### src/rtl/bist_pkg.sv
// Shared types and March C- element table for the BIST controller.
package bist_pkg;

    typedef enum logic [1:0] {
        S_IDLE = 2'd0,
        S_RUN  = 2'd1,
        S_DONE = 2'd2
    } state_e;

    localparam logic [2:0] E0 = 3'd0;
    localparam logic [2:0] E1 = 3'd1;
    localparam logic [2:0] E2 = 3'd2;
    localparam logic [2:0] E3 = 3'd3;
    localparam logic [2:0] E4 = 3'd4;
    localparam logic [2:0] E5 = 3'd5;

    // Background bit, replicated across the data word by the controller
    localparam logic BG0 = 1'b0;
    localparam logic BG1 = 1'b1;

    // One March element: direction plus up to two operations per address
    typedef struct packed {
        logic down;
        logic two_ops;
        logic op0_wr;
        logic op0_bg;
        logic op1_wr;
        logic op1_bg;
    } elem_t;

    // March C-: up(w0) up(r0,w1) up(r1,w0) down(r0,w1) down(r1,w0) up(r0)
    function automatic elem_t elem_info(input logic [2:0] e);
        elem_t r;
        r = '0;
        case (e)
            E0:      r = '{down: 1'b0, two_ops: 1'b0, op0_wr: 1'b1, op0_bg: BG0, op1_wr: 1'b0, op1_bg: BG0};
            E1:      r = '{down: 1'b0, two_ops: 1'b1, op0_wr: 1'b0, op0_bg: BG0, op1_wr: 1'b1, op1_bg: BG1};
            E2:      r = '{down: 1'b0, two_ops: 1'b1, op0_wr: 1'b0, op0_bg: BG1, op1_wr: 1'b1, op1_bg: BG0};
            E3:      r = '{down: 1'b1, two_ops: 1'b1, op0_wr: 1'b0, op0_bg: BG0, op1_wr: 1'b1, op1_bg: BG1};
            E4:      r = '{down: 1'b1, two_ops: 1'b1, op0_wr: 1'b0, op0_bg: BG1, op1_wr: 1'b1, op1_bg: BG0};
            default: r = '{down: 1'b0, two_ops: 1'b0, op0_wr: 1'b0, op0_bg: BG0, op1_wr: 1'b0, op1_bg: BG0};
        endcase
        return r;
    endfunction

endpackage

### src/rtl/bist_addr_gen.sv
// Up/down address counter with terminal-count flag for March elements.
module bist_addr_gen #(
    parameter int ADDR_W = 8
) (
    input  logic              clk,
    input  logic              rst_n,
    input  logic              load_i,
    input  logic              load_down_i,
    input  logic              step_i,
    input  logic              down_i,
    output logic [ADDR_W-1:0] addr_o,
    output logic              last_o
);
    import bist_pkg::*;

    logic [ADDR_W-1:0] addr_q;

    // Load the start address of an element, or step toward its terminal address
    always_ff @(posedge clk or negedge rst_n) begin
        if (!rst_n) begin
            addr_q <= '0;
        end else if (load_i) begin
            addr_q <= load_down_i ? '1 : '0;
        end else if (step_i) begin
            addr_q <= down_i ? addr_q - 1'b1 : addr_q + 1'b1;
        end
    end

    assign addr_o = addr_q;
    assign last_o = down_i ? (addr_q == '0) : (addr_q == '1);

endmodule

### src/rtl/bist_march_ctrl.sv
// March C- BIST controller: sequences SRAM reads/writes and records the first mismatch.
module bist_march_ctrl
    import bist_pkg::*;
#(
    parameter int ADDR_W = 8,
    parameter int DATA_W = 4
) (
    input  logic              clk,
    input  logic              rst_n,
    input  logic              start,
    output logic [ADDR_W-1:0] mem_addr,
    output logic [DATA_W-1:0] mem_din,
    output logic              mem_we,
    input  logic [DATA_W-1:0] mem_dout,
    output logic              busy,
    output logic              done,
    output logic              fail,
    output logic [ADDR_W-1:0] fail_addr,
    output logic [DATA_W-1:0] fail_data,
    output logic [2:0]        fail_elem
);

    state_e            state_q, state_d;
    logic [2:0]        elem_q, elem_d;
    logic              op_q, op_d;
    logic              fail_q, fail_d;
    logic [ADDR_W-1:0] fail_addr_q, fail_addr_d;
    logic [DATA_W-1:0] fail_data_q, fail_data_d;
    logic [2:0]        fail_elem_q, fail_elem_d;

    logic              ag_load, ag_load_down, ag_step, ag_last;
    logic [ADDR_W-1:0] ag_addr;
    elem_t             cur, nxt;
    logic [2:0]        nxt_elem;
    logic              run, cur_wr, cur_bg, last_op, rd_miss;
    logic [DATA_W-1:0] bg_word;

    assign nxt_elem = elem_q + 3'd1;
    assign cur      = elem_info(elem_q);
    assign nxt      = elem_info(nxt_elem);
    assign run      = (state_q == S_RUN);
    assign cur_wr   = op_q ? cur.op1_wr : cur.op0_wr;
    assign cur_bg   = op_q ? cur.op1_bg : cur.op0_bg;
    assign bg_word  = {DATA_W{cur_bg}};
    assign last_op  = !cur.two_ops || op_q;
    assign rd_miss  = run && !cur_wr && (mem_dout != bg_word);

    bist_addr_gen #(.ADDR_W(ADDR_W)) u_addr_gen (
        .clk         (clk),
        .rst_n       (rst_n),
        .load_i      (ag_load),
        .load_down_i (ag_load_down),
        .step_i      (ag_step),
        .down_i      (cur.down),
        .addr_o      (ag_addr),
        .last_o      (ag_last)
    );

    // State, element/op position and first-failure record
    always_ff @(posedge clk or negedge rst_n) begin
        if (!rst_n) begin
            state_q     <= S_IDLE;
            elem_q      <= E0;
            op_q        <= 1'b0;
            fail_q      <= 1'b0;
            fail_addr_q <= '0;
            fail_data_q <= '0;
            fail_elem_q <= '0;
        end else begin
            state_q     <= state_d;
            elem_q      <= elem_d;
            op_q        <= op_d;
            fail_q      <= fail_d;
            fail_addr_q <= fail_addr_d;
            fail_data_q <= fail_data_d;
            fail_elem_q <= fail_elem_d;
        end
    end

    // Next-state: op -> address -> element sequencing and mismatch capture
    always_comb begin
        state_d      = state_q;
        elem_d       = elem_q;
        op_d         = op_q;
        fail_d       = fail_q;
        fail_addr_d  = fail_addr_q;
        fail_data_d  = fail_data_q;
        fail_elem_d  = fail_elem_q;
        ag_load      = 1'b0;
        ag_load_down = 1'b0;
        ag_step      = 1'b0;
        case (state_q)
            S_IDLE, S_DONE: begin
                if (start) begin
                    state_d      = S_RUN;
                    elem_d       = E0;
                    op_d         = 1'b0;
                    ag_load      = 1'b1;
                    ag_load_down = 1'b0;
                    fail_d       = 1'b0;
                    fail_addr_d  = '0;
                    fail_data_d  = '0;
                    fail_elem_d  = '0;
                end
            end
            S_RUN: begin
                // Only the first mismatch of a run is recorded
                if (rd_miss && !fail_q) begin
                    fail_d      = 1'b1;
                    fail_addr_d = ag_addr;
                    fail_data_d = mem_dout;
                    fail_elem_d = elem_q;
                end
                if (last_op) begin
                    op_d = 1'b0;
                    if (ag_last) begin
                        if (elem_q == E5) begin
                            state_d = S_DONE;
                        end else begin
                            elem_d       = nxt_elem;
                            ag_load      = 1'b1;
                            ag_load_down = nxt.down;
                        end
                    end else begin
                        ag_step = 1'b1;
                    end
                end else begin
                    op_d = 1'b1;
                end
            end
            default: state_d = S_IDLE;
        endcase
    end

    assign busy      = run;
    assign done      = (state_q == S_DONE);
    assign fail      = fail_q;
    assign fail_addr = fail_addr_q;
    assign fail_data = fail_data_q;
    assign fail_elem = fail_elem_q;
    assign mem_we    = run && cur_wr;
    assign mem_addr  = run ? ag_addr : '0;
    assign mem_din   = run ? bg_word : '0;

endmodule
### config.mk
export PLATFORM = sky130hd
export DESIGN_NAME = bist_march_ctrl
export DESIGN_NICKNAME = d
export VERILOG_FILES = /design/src/rtl/bist_pkg.sv /design/src/rtl/bist_addr_gen.sv /design/src/rtl/bist_march_ctrl.sv
export SDC_FILE = /design/constraint.sdc
export NUM_CORES = 1
export LEC_CHECK = 0
export BUFFER_PORTS_ARGS = -buffer_cell sky130_fd_sc_hd__buf_2
export CELL_PAD_IN_SITES_DETAIL_PLACEMENT = 0
export CELL_PAD_IN_SITES_GLOBAL_PLACEMENT = 1
export CORE_ASPECT_RATIO = 2
export CORE_MARGIN = 8
export CORE_UTILIZATION = 45
export CTS_BUF_LIST = sky130_fd_sc_hd__clkbuf_2 sky130_fd_sc_hd__clkbuf_4 sky130_fd_sc_hd__clkbuf_8
export DETAILED_ROUTE_END_ITERATION = 12
export PLACE_DENSITY = 0.92
export SETUP_SLACK_MARGIN = 0.1
export SLEW_MARGIN = 20
export SYNTH_ARGS = -nofsm -noshare
export SYNTH_HDL_FRONTEND = slang
export SYNTH_HIERARCHICAL = 1
export SYNTH_SLANG_ARGS = --single-unit
### constraint.sdc
create_clock -name clk -period 9 [get_ports clk]
set_input_delay 2.25 -clock clk [delete_from_list [all_inputs] [get_ports clk]]
set_output_delay 2.25 -clock clk [all_outputs]
set_load 0.01 [all_outputs]
==> reports/metrics.sh, run 1 <==
REG2REG_TO='u_addr_gen/addr_o[7]'
YOSYSMOSTFREQUENTCELL='sky130_fd_sc_hd__nand2_1'
ACHIEVABLE-FREQUENCY_MHz=234.1
ANTENNA_FOUND_INITIAL=0
DETAIL_ROUTE.VIAS_PER_CELL=5.604
GRT_REMAINING_OVERFLOW=0
CRITICAL_PATH.ENDPOINT_TYPE='output pin'
DRT-PASS1-ITER-COUNT=4
SYNTH_CELLS=225
WORST_HOLD_STARTPOINT='fail'
PINS_OVER_SLEW_LIMIT=0
FRACTION_OF_LAYOUT_INSTANCES_USING_A_DRIVE_STRENGTH_ABOVE_1_PCT=20.99
POWER.DENSITY_nW_PER_UM2=361.5
ASYNCSETRESETFLOPFRACSYNTH_PCT=100.0
CLOCKROOTBUFFER='sky130_fd_sc_hd__clkbuf_8'
TRACK_USAGE_PCT=15.47
SYNTH.NET_COUNT=244
POSTCTSSETUPREPAIRBUFS=0
FINAL_PERIOD_MINUS_WORST_SETUP_SLACK_NS=4.271
CRITPATHKIND='flop to output pin'
DETAIL_ROUTE.WIRELENGTH_UM=5112
CLKTRANSATPATHREGS_NS=0.07
WL_PER_CELL_UM=16.18
SYNTHESIZED_AREA_UM2=2008
WORSTREG2REGSTART='elem_q[0]'
HOLD_CLASS='flop to flop'
CTS_TREE='built'
SYN_AVG_CELL_AREA_UM2=8.925
CLOCK_TREE.BUFFER_DEPTH=2
HTREEDEPTH=2
CRITPATHREQUIREDTIME_NS=6.75
TIMING.CRITICAL_PATH.CELLS='inv_1, ha_1, nor3_1, o21ai_1, and3_1, buf_2'
COREAREA_UM2=4339
SYNTH.YOSYS.WARNINGS=6
PORTBUFFERS=37
GRT_PASS1_VIAS=1841
ROUTE.VIAS.TOTAL=1771
YOSYS.AREA.TOP_TYPE='sky130_fd_sc_hd__dfrtp_1'
SYNTH-SEQ-CELLS=30
FLOORPLAN.DIE.HEIGHT_UM=110.5
GRT_PASS1_WL_UM=8832
HOLD_END='fail'
CTSHOLDBUFFERS=0
WORST-SLEW-PIN-TRANSITION_NS=0.7959
TRITONCTS_NUM_SINKS=30
ANTENNA_LEFT=0
ROUTE.DETAILED.DRC=0
COUNT_OF_FLIP_FLOPS_WITH_A_BUILT_IN_ENABLE_AFTER_SYNTHESIS=0
CPPEAKSTAGEDELAY_NS=0.45
TIMING.SLEW.HEADROOM_PCT=46.94
SYNTH_TO_LAYOUT_AREA_GROWTH_PCT=13.89
SYNTHFLOPTYPE='sky130_fd_sc_hd__dfrtp_1'
INITIAL_UTILIZATION_PCT=46.28
LAYOUT.CORE_UTILIZATION_PCT=52.71
SYNTH_SEQUENTIAL_AREA_RATIO_PCT=37.38
P_LEAK_nW=1.177
IO_PINS=38
MAX-VDD-IR-DROP_mV=0.1728
RSZ0062_AT_GRT='false'
CLOCK_BUFFER_COUNT_FROM_CTS=5
POST-SYNTH-TOP-AREA-FRACTION_PCT=37.38
GP_CONGESTION=0.8933
SYNTH_TOP_CELLS_BY_AREA='sky130_fd_sc_hd__dfrtp_1 37%, sky130_fd_sc_hd__mux2i_1 10%, sky130_fd_sc_hd__nand2_1 6.9%'
REG2REG_DEPTH=14
GRT_START_MAX_NET_PINS=31
DETAILEDROUTE.FIRSTITERATIONVIOLATIONS=57
CTS-RESIZED-GATES=0
MIN_DELAY_PATH_DEPTH=1
WORST_PATH_MAX_DELAY_CELL='sky130_fd_sc_hd__dfrtp_1'
DIE_AREA_UM2=6986
ANTENNA-DIODE-COUNT=0
NUM-NETS-FINAL=280
CP_MAX_FO=5
FINALCRITPERIODSHARE_PCT=47.46
ARRIVAL_NS=2.02
HOLD-WORST-SLACK_NS=0.5225
CLKLATENCYLATEPIN_NS=0.28
STARTPOINT='elem_q[0]'
FIN_WORST_SKEW_NS=0.006414
DIE_WIDTH_UM=63.24
FINALHOLDVIOLATIONS=0
FINAL-INSTANCE-COUNT-EXCL-FILL=316
DETAILEDPLACEMENTHPWL_UM=4001
MAX_CAP_VIOLATIONS=0
CORE.ROWCOUNT=34
TOTAL_POWER_W=0.0008268
SETUP_VIOL=0
SYNTH_CELL_TYPES=42
RUN_STATUS='complete, no violations'
CRIT_PATH_START_KIND='flop'
YOSYS-TOP-CELLS-COUNT='37 x sky130_fd_sc_hd__nand2_1, 30 x sky130_fd_sc_hd__dfrtp_1, 24 x sky130_fd_sc_hd__inv_1'
NUMPLACEDINSTANCES=308
TOTALNEGATIVESETUPSLACK_NS=0
R2R_SETUP_SLACK_NS=5.00
[per-layer routing]
metal / global-route usage (%) / vias to the layer above / share of wire, %
met3: 4.049 / 22 / 4.4
li1: - / 838 / -
met2: 28.77 / 53 / 55
met5: 0 / - / 0
met4: 10.64 / 0 / 4.7
met1: 13.74 / 858 / 36
[sequential cells by signal, indices dropped and copies added, names as in the netlist]
name	flops
u_addr_gen/addr_o	8
fail	1
state_q	2
fail_data	4
fail_elem	3
elem_q	3
fail_addr	8
op_q	1
[cells by family (layout without fill, tap and decap cells)]
logic type,count (synthesis),count (layout),synth area share [%]
flip-flops,30,30,37.38
XOR/XNOR,1,1,0.4362
AO/OA/AOI/OAI,39,39,12.34
adder cells (fa/ha/maj),12,12,7.850
buffers and inverters,38,75,9.595
multiplexers,22,22,11.03
AND/OR/NAND/NOR,83,83,21.37
[layout make-up]
type	count	area (um^2)
Fill cell	449	2052
Multi-Input combinational cell	157	1065
Timing Repair Buffer	40	207.7
Clock inverter	1	5.005
Inverter	27	101.3
Sequential cell	30	750.7
Tap cell	54	67.56
Clock buffer	7	90.09
[worst max path at each step]
| stage | slack (ns) | to |
|---|---|---|
| after detailed placement | 4.72 | u_addr_gen/addr_o[7] |
| after CTS | 4.72 | mem_din[0] |
| after global routing | 4.51 | u_addr_gen/addr_o[7] |
| after global placement | 4.73 | u_addr_gen/addr_o[7] |
| after floorplan | 5.29 | mem_din[1] |
| final | 4.73 | mem_din[1] |
[cell usage in the layout (no fill, tap or decap), types with 3 or more instances in the layout]
cell type and n:
sky130_fd_sc_hd__nor3_1 6, sky130_fd_sc_hd__ha_1 11, sky130_fd_sc_hd__nor4_1 4, sky130_fd_sc_hd__nand3_1 8, sky130_fd_sc_hd__a211oi_1 3, sky130_fd_sc_hd__nand2b_1 4
sky130_fd_sc_hd__nand2_1 37, sky130_fd_sc_hd__buf_4 3, sky130_fd_sc_hd__nor2b_1 4, sky130_fd_sc_hd__buf_2 37, sky130_fd_sc_hd__nand4_1 4, sky130_fd_sc_hd__inv_1 24
sky130_fd_sc_hd__a21oi_1 12, sky130_fd_sc_hd__o21ai_0 10, sky130_fd_sc_hd__dfrtp_1 30, sky130_fd_sc_hd__clkbuf_8 6, sky130_fd_sc_hd__nor2_1 7, sky130_fd_sc_hd__mux2i_1 21
[critical path, delay by kind of cell (launching register included)]
kind            cells  cell delay (ns)
simple gates        2             0.58
flops               1             0.45
buf+inv             2             0.26
fa+ha+maj           1             0.25
compound gates      1             0.20
[through the flow]
stage | worst slack (ns) | cell area [um^2]
after floorplan | 5.287 | 2008
after global placement | 4.730 | 2192
after global routing | 4.510 | 2287
final | 4.729 | 2287
after detailed placement | 4.719 | 2192
after CTS | 4.717 | 2287
[report_power, final]
part | internal (W) | switching [W] | leakage, nW | total (W)
Combinational | 0.000193 | 0.000263 | 0.753 | 0.000456
Clock | 0.0000646 | 0.0000511 | 0.0517 | 0.000116
Sequential | 0.000194 | 0.0000613 | 0.373 | 0.000255
Total | 0.000452 | 0.000375 | 1.18 | 0.000827
No activity file was read; power rests on OpenSTA's default activity.
==> run 2, diff against run 1 <==
--- a/config.mk
+++ b/config.mk
@@ -10,10 +10,10 @@
 export CELL_PAD_IN_SITES_GLOBAL_PLACEMENT = 1
 export CORE_ASPECT_RATIO = 2
 export CORE_MARGIN = 8
-export CORE_UTILIZATION = 45
+export CORE_UTILIZATION = 39
 export CTS_BUF_LIST = sky130_fd_sc_hd__clkbuf_2 sky130_fd_sc_hd__clkbuf_4 sky130_fd_sc_hd__clkbuf_8
 export DETAILED_ROUTE_END_ITERATION = 12
-export PLACE_DENSITY = 0.92
+export PLACE_DENSITY = 0.85
 export SETUP_SLACK_MARGIN = 0.1
 export SLEW_MARGIN = 20
 export SYNTH_ARGS = -nofsm -noshare
==> constraint.sdc (replaced) <==
create_clock -name clk -period 3.55 [get_ports clk]
set_input_delay 0.8875 -clock clk [delete_from_list [all_inputs] [get_ports clk]]
set_output_delay 0.8875 -clock clk [all_outputs]
set_load 0.01 [all_outputs]
==> run 2 against run 1 <==
Against the previous run:
- critical path depth is 9 higher
- wire length is 8.2% lower
- combinational power grew to 2.5 times the previous value
- sequential share of layout area is 0.86 points lower
- critical path type is now flop to flop
- largest cell class unchanged
- highest routed layer unchanged
==> reports/metrics.sh, run 2 (synthesized netlist as in run 1, its figures left out) <==
RUN_STATUS='complete, no violations'
FLOORPLAN.DIE.HEIGHT_UM=117.5
DETAIL_ROUTE.VIAS_PER_CELL=5.228
WL_PER_CELL_UM=14.44
CLOCK_BUFFER_COUNT_FROM_CTS=5
MAX_CAP_VIOLATIONS=0
DETAIL_ROUTE.WIRELENGTH_UM=4693
CRITICAL_PATH.ENDPOINT_TYPE='flop'
PORTBUFFERS=37
INITIAL_UTILIZATION_PCT=39.80
TIMING.CRITICAL_PATH.CELLS='inv_1, ha_1, nand2_1, o21ai_0, inv_1, nor4_1, nand3_1, o31ai_1, nand4_1, nand2_1, buf_4, clkinv_1, nor2_1, a41oi_1, and3b_1'
NUM-NETS-FINAL=285
P_LEAK_nW=1.208
GRT_PASS1_VIAS=1786
ARRIVAL_NS=3.13
SWITCHING_POWER_W=0.0009173
DETAILEDROUTE.FIRSTITERATIONVIOLATIONS=60
FRACTION_OF_LAYOUT_INSTANCES_USING_A_DRIVE_STRENGTH_ABOVE_1_PCT=22.47
CTS_TREE='built'
ROUTE.VIAS.TOTAL=1699
WORST_SETUP_SLACK_AFTER_LAYOUT_NS=0.5932
HOLD_CLASS='flop to flop'
CLKTRANSATPATHREGS_NS=0.06
TOTAL_POWER_W=0.002134
TOTALNEGATIVESETUPSLACK_NS=0
FINALHOLDVIOLATIONS=0
DETAILEDPLACEMENTHPWL_UM=3693
DIE_WIDTH_UM=66.74
CLOCK_TREE.BUFFER_DEPTH=2
PINS_OVER_SLEW_LIMIT=0
GRT_REMAINING_OVERFLOW=0
MAX-VDD-IR-DROP_mV=0.5481
IO_PINS=38
CRITICAL-PATH-TOP-DELAY-FAMILY='simple AND/OR/NAND/NOR gates'
GRT_PASS1_WL_UM=8314
CLOCKROOTBUFFER='sky130_fd_sc_hd__clkbuf_8'
CPPEAKSTAGEDELAY_NS=0.43
ANTENNA-DIODE-COUNT=0
TIMING.SLEW.HEADROOM_PCT=54.59
CLKLATENCYLATEPIN_NS=0.28
HOLD-WORST-SLACK_NS=0.5025
COMBINATIONALPOWERSHARE_PCT=54.0
POSTCTSSETUPREPAIRBUFS=0
WORST-SLEW-PIN-TRANSITION_NS=0.6812
MULTIINPUTGATEAREA_UM2=1065
CRITPATHKIND='flop to flop'
CP_MAX_FO=8
POWER.INTERNAL_W=0.001216
TRACK_USAGE_PCT=13.01
GRT_START_MAX_NET_PINS=31
ROUTE.DETAILED.DRC=0
CTSHOLDBUFFERS=0
POWER.DENSITY_nW_PER_UM2=908.5
P_CLK_SHARE_PCT=16.3
TRITONCTS_NUM_SINKS=30
CTS-RESIZED-GATES=0
FINAL_CELL_MIX='37 x sky130_fd_sc_hd__nand2_1, 37 x sky130_fd_sc_hd__buf_2, 30 x sky130_fd_sc_hd__dfrtp_1'
RSZ0062_AT_GRT='false'
DRT-PASS1-ITER-COUNT=4
ACHIEVABLE-FREQUENCY_MHz=338.2
SETUP_VIOL=0
CRITPATHREQUIREDTIME_NS=3.72
GP_CONGESTION=0.8250
ANTENNA_LEFT=0
CRIT_PATH_START_KIND='flop'
FIN_WORST_SKEW_NS=0.004367
WORST_PATH_MAX_DELAY_CELL='sky130_fd_sc_hd__dfrtp_1'
COUNT_OF_FILLER_CELLS_INSERTED_IN_THE_LAYOUT=492
SYNTH_TO_LAYOUT_AREA_GROWTH_PCT=16.95
ANTENNA_FOUND_INITIAL=0
DP_WORST_SETUP_SLACK_NS=0.6299
CORE.ROWCOUNT=37
NETSWITCHINGFRACTION_PCT=42.99
COREAREA_UM2=5046
FINALCRITPERIODSHARE_PCT=83.29
FF_LATCH_AREA_UM2=750.7
FINAL_PERIOD_MINUS_WORST_SETUP_SLACK_NS=2.957
SEQ_POWER_SHARE_PCT=29.6
CRITICAL_PATH_BUF_INV_COUNT=4
DIE_AREA_UM2=7841
HTREEDEPTH=2
-- run 2: cell types whose count changed in the layout (fill, tap and decap cells not counted) --
cell | before | now
sky130_fd_sc_hd__buf_4 | 3 | 8
sky130_fd_sc_hd__bufinv_16 | 0 | 1
sky130_fd_sc_hd__clkbuf_4 | 1 | 2
sky130_fd_sc_hd__clkbuf_8 | 6 | 5
sky130_fd_sc_hd__clkinv_2 | 1 | 0
-- run 2: layout make-up --
class / count / area share (%)
multi-input combinational: 157 / 45.34
clock buffer: 7 / 3.570
tap: 58 / 3.090
sequential: 30 / 31.97
timing repair buffer: 45 / 10.44
inverter: 27 / 4.315
clock inverter: 1 / 1.279
-- run 2: path summary, 6_finish.rpt --
path | startpoint | to | slack, ns | depth (start not counted)
min in group asynchronous | rst_n | fail_data[2] | 0.64 | 1
worst max-delay path | elem_q[0] | u_addr_gen/addr_o[7] | 0.59 | 15
worst min register to register | fail | fail | 0.50 | 1
worst max register to register | elem_q[0] | u_addr_gen/addr_o[7] | 0.59 | 15
worst min-delay path | fail | fail | 0.50 | 1
max in group asynchronous | rst_n | u_addr_gen/addr_o[4] | 2.47 | 1
-- run 2: power by group through the flow --
stage                     sequential (W)  clock [W]  combinational [W]
after global placement          0.000635          0            0.00114
after floorplan                 0.000637          0           0.000819
after detailed placement        0.000641          0            0.00116
final                           0.000632   0.000349            0.00115
after global routing            0.000659   0.000367            0.00131
after CTS                       0.000635   0.000358            0.00116
-- run 2: metal layers --
layer	wire [um]	up-vias	track usage, %
met5	0	-	0
met4	79	0	5.787
met3	364	7	3.813
met2	2267	48	21.13
met1	1981	793	14.92
li1	-	851	-
-- run 2: metrics by stage --
| step | util (%) | area, um^2 | std cells |
|---|---|---|---|
| 2_1_floorplan | - | 2008 | 225 |
| 6_report | 46.54 | 2349 | 325 |
| 3_5_place_dp | 44.28 | 2235 | 317 |
| 4_1_cts | 46.54 | 2349 | 325 |
| 5_1_grt | 46.54 | 2349 | 325 |
| 3_3_place_gp | 44.28 | 2235 | 317 |
==> run 3, diff against run 2 <==
==> constraint.sdc (replaced) <==
create_clock -name clk -period 2.5 [get_ports clk]
set_input_delay 0.625 -clock clk [delete_from_list [all_inputs] [get_ports clk]]
set_output_delay 0.625 -clock clk [all_outputs]
set_load 0.01 [all_outputs]
==> run 3 against run 2 <==
Against the previous run:
- via count grew 6.3%
- wire length grew 9.9%
- largest cell class unchanged
- flip-flop and latch count is the same
- hold slack lost 0.11 ns
- fmax grew 19%
==> reports/metrics.sh, run 3 (synthesized netlist as in run 1, its figures left out) <==
GRT_PASS1_VIAS=1870
ANTENNA_FOUND_INITIAL=0
MOSTFREQUENTLAYOUTCELL='sky130_fd_sc_hd__buf_2'
INITIAL_UTILIZATION_PCT=39.80
MAX_CAP_VIOLATIONS=0
CORE.ROWCOUNT=37
HTREEDEPTH=2
DETAILEDROUTE.FIRSTITERATIONVIOLATIONS=75
RSZ0062_AT_GRT='true'
GRT_START_MAX_NET_PINS=31
TIMING.SLEW.HEADROOM_PCT=53.76
CRITICAL_PATH.ENDPOINT_TYPE='flop'
WORST_SETUP_SLACK_AFTER_LAYOUT_NS=0.02295
CLKLATENCYLATEPIN_NS=0.28
NUMPLACEDINSTANCES=327
COREAREA_UM2=5046
COUNT_OF_FILLER_CELLS_INSERTED_IN_THE_LAYOUT=452
CRITPATHKIND='flop to flop'
TRACK_USAGE_PCT=13.52
DIE_WIDTH_UM=66.74
ACHIEVABLE-FREQUENCY_MHz=403.7
FLOORPLAN.DIE.HEIGHT_UM=117.5
FF_LATCH_AREA_UM2=754.5
GRT_PASS1_WL_UM=8700
P_LEAK_nW=1.316
FINALHOLDVIOLATIONS=0
DETAIL_ROUTE.WIRELENGTH_UM=5158
SETUP_VIOL=0
GRT_REMAINING_OVERFLOW=0
ARRIVAL_NS=2.64
HOLD_CLASS='input port to async pin'
DETAIL_ROUTE.VIAS_PER_CELL=5.235
CTSHOLDBUFFERS=0
IO_PINS=38
GP_CONGESTION=0.8231
CLOCK_BUFFER_COUNT_FROM_CTS=5
CTS_TREE='built'
DP_WORST_SETUP_SLACK_NS=-0.07772
NUM-NETS-FINAL=307
R2R_SETUP_SLACK_NS=0.02
FINAL_PERIOD_MINUS_WORST_SETUP_SLACK_NS=2.477
PLACED_CELL_AREA_UM2=2392
FINALINSTANCEAREA_UM2=2685
DETAILEDPLACEMENTHPWL_UM=3814
FRACTION_OF_LAYOUT_INSTANCES_USING_A_DRIVE_STRENGTH_ABOVE_1_PCT=40.42
CRIT_PATH_START_KIND='flop'
TOTAL_POWER_W=0.003335
WORST-SLEW-PIN-TRANSITION_NS=0.6935
ROUTE.VIAS.TOTAL=1806
FINAL-INSTANCE-COUNT-EXCL-FILL=345
POWER.DENSITY_nW_PER_UM2=1242
ANTENNA-DIODE-COUNT=0
MULTIINPUTGATEAREA_UM2=1249
RUN_STATUS='complete, no violations'
CLKTRANSATPATHREGS_NS=0.06
HOLD-WORST-SLACK_NS=0.3899
FIN_WORST_SKEW_NS=0.007227
PINS_OVER_SLEW_LIMIT=0
PORTBUFFERS=37
ROUTE.DETAILED.DRC=0
MAX-VDD-IR-DROP_mV=0.8291
SYNTH_TO_LAYOUT_AREA_GROWTH_PCT=33.71
CLOCKROOTBUFFER='sky130_fd_sc_hd__clkbuf_8'
CP_MAX_FO=4
CLOCK_TREE.BUFFER_DEPTH=2
DRT-PASS1-ITER-COUNT=4
FINALCRITPERIODSHARE_PCT=99.08
WL_PER_CELL_UM=14.95
ANTENNA_LEFT=0
FINAL_CELL_MIX='37 x sky130_fd_sc_hd__buf_2, 34 x sky130_fd_sc_hd__nand2_1, 28 x sky130_fd_sc_hd__buf_4'
CRITPATHREQUIREDTIME_NS=2.67
TRITONCTS_NUM_SINKS=30
DIE_AREA_UM2=7841
==> run 3: changes by cell type in the layout (fill, tap and decap cells not counted), moves of 4 or more <==
| cell | previous run | this run |
|---|---|---|
| sky130_fd_sc_hd__buf_4 | 8 | 28 |
| sky130_fd_sc_hd__ha_1 | 11 | 6 |
| sky130_fd_sc_hd__a21oi_1 | 12 | 8 |
| sky130_fd_sc_hd__a21oi_2 | 1 | 5 |
| sky130_fd_sc_hd__ha_4 | 0 | 4 |
| sky130_fd_sc_hd__inv_1 | 24 | 20 |
==> run 3: through the flow <==
stage,utilization [%],TNS (ns)
2_1_floorplan,-,0
3_3_place_gp,47.41,0
3_5_place_dp,47.41,-0.2448
4_1_cts,50.91,0
5_1_grt,53.21,-0.1462
6_report,53.21,0
==> run 3: layout make-up <==
| type | count | share of cell area, % |
|---|---|---|
| Timing Repair Buffer | 67 | 15.56 |
| Multi-Input combinational cell | 157 | 46.51 |
| Tap cell | 58 | 2.703 |
| Inverter | 27 | 4.054 |
| Sequential cell | 30 | 28.10 |
| Clock buffer | 6 | 3.075 |
==> run 3: worst paths after layout <==
kind / startpoint / end / cells after the start
worst max-delay path: elem_q[0] / u_addr_gen/addr_o[7] / 11
worst min-delay path: rst_n / u_addr_gen/addr_o[0] / 1
worst max register to register: elem_q[0] / u_addr_gen/addr_o[7] / 11
worst min register to register: fail_data[2] / fail_data[2] / 2
max in group asynchronous: rst_n / elem_q[2] / 1
min in group clk: fail_data[2] / fail_data[2] / 2
==> run 3: what timing repair did <==
action	CTS	global route
pin swaps	6	6
setup buffers	6	7
gates resized for setup	11	16
endpoints found under the setup margin	13	14
==> run 3: critical path, cell delays in order (launching register included) <==
cell and delay (ns):
sky130_fd_sc_hd__dfrtp_2 0.43, sky130_fd_sc_hd__inv_4 0.06, sky130_fd_sc_hd__ha_4 0.18, sky130_fd_sc_hd__nand2_4 0.07
sky130_fd_sc_hd__o21ai_4 0.06, sky130_fd_sc_hd__buf_4 0.15, sky130_fd_sc_hd__ha_1 0.33, sky130_fd_sc_hd__a211oi_2 0.26
sky130_fd_sc_hd__nor3_1 0.12, sky130_fd_sc_hd__or3_1 0.39, sky130_fd_sc_hd__a21oi_1 0.13, sky130_fd_sc_hd__and3b_1 0.19
==> run 3: report_power, final <==
part	switching (W)	internal, W
registers	0.000211	0.000700
logic	0.00107	0.000971
clock network	0.000169	0.000212
total	0.00145	0.00188
==> run 3: routing by layer <==
| metal | global-route usage (%) | share of wire [%] | vias to the layer above | routed length [um] |
|---|---|---|---|---|
| met3 | 3.813 | 6.7 | 12 | 344 |
| met2 | 22.52 | 51 | 57 | 2609 |
| met1 | 15.61 | 40 | 848 | 2088 |
| li1 | - | - | 889 | - |
| met4 | 4.711 | 2.2 | 0 | 115 |
| met5 | 0 | 0 | - | 0 |
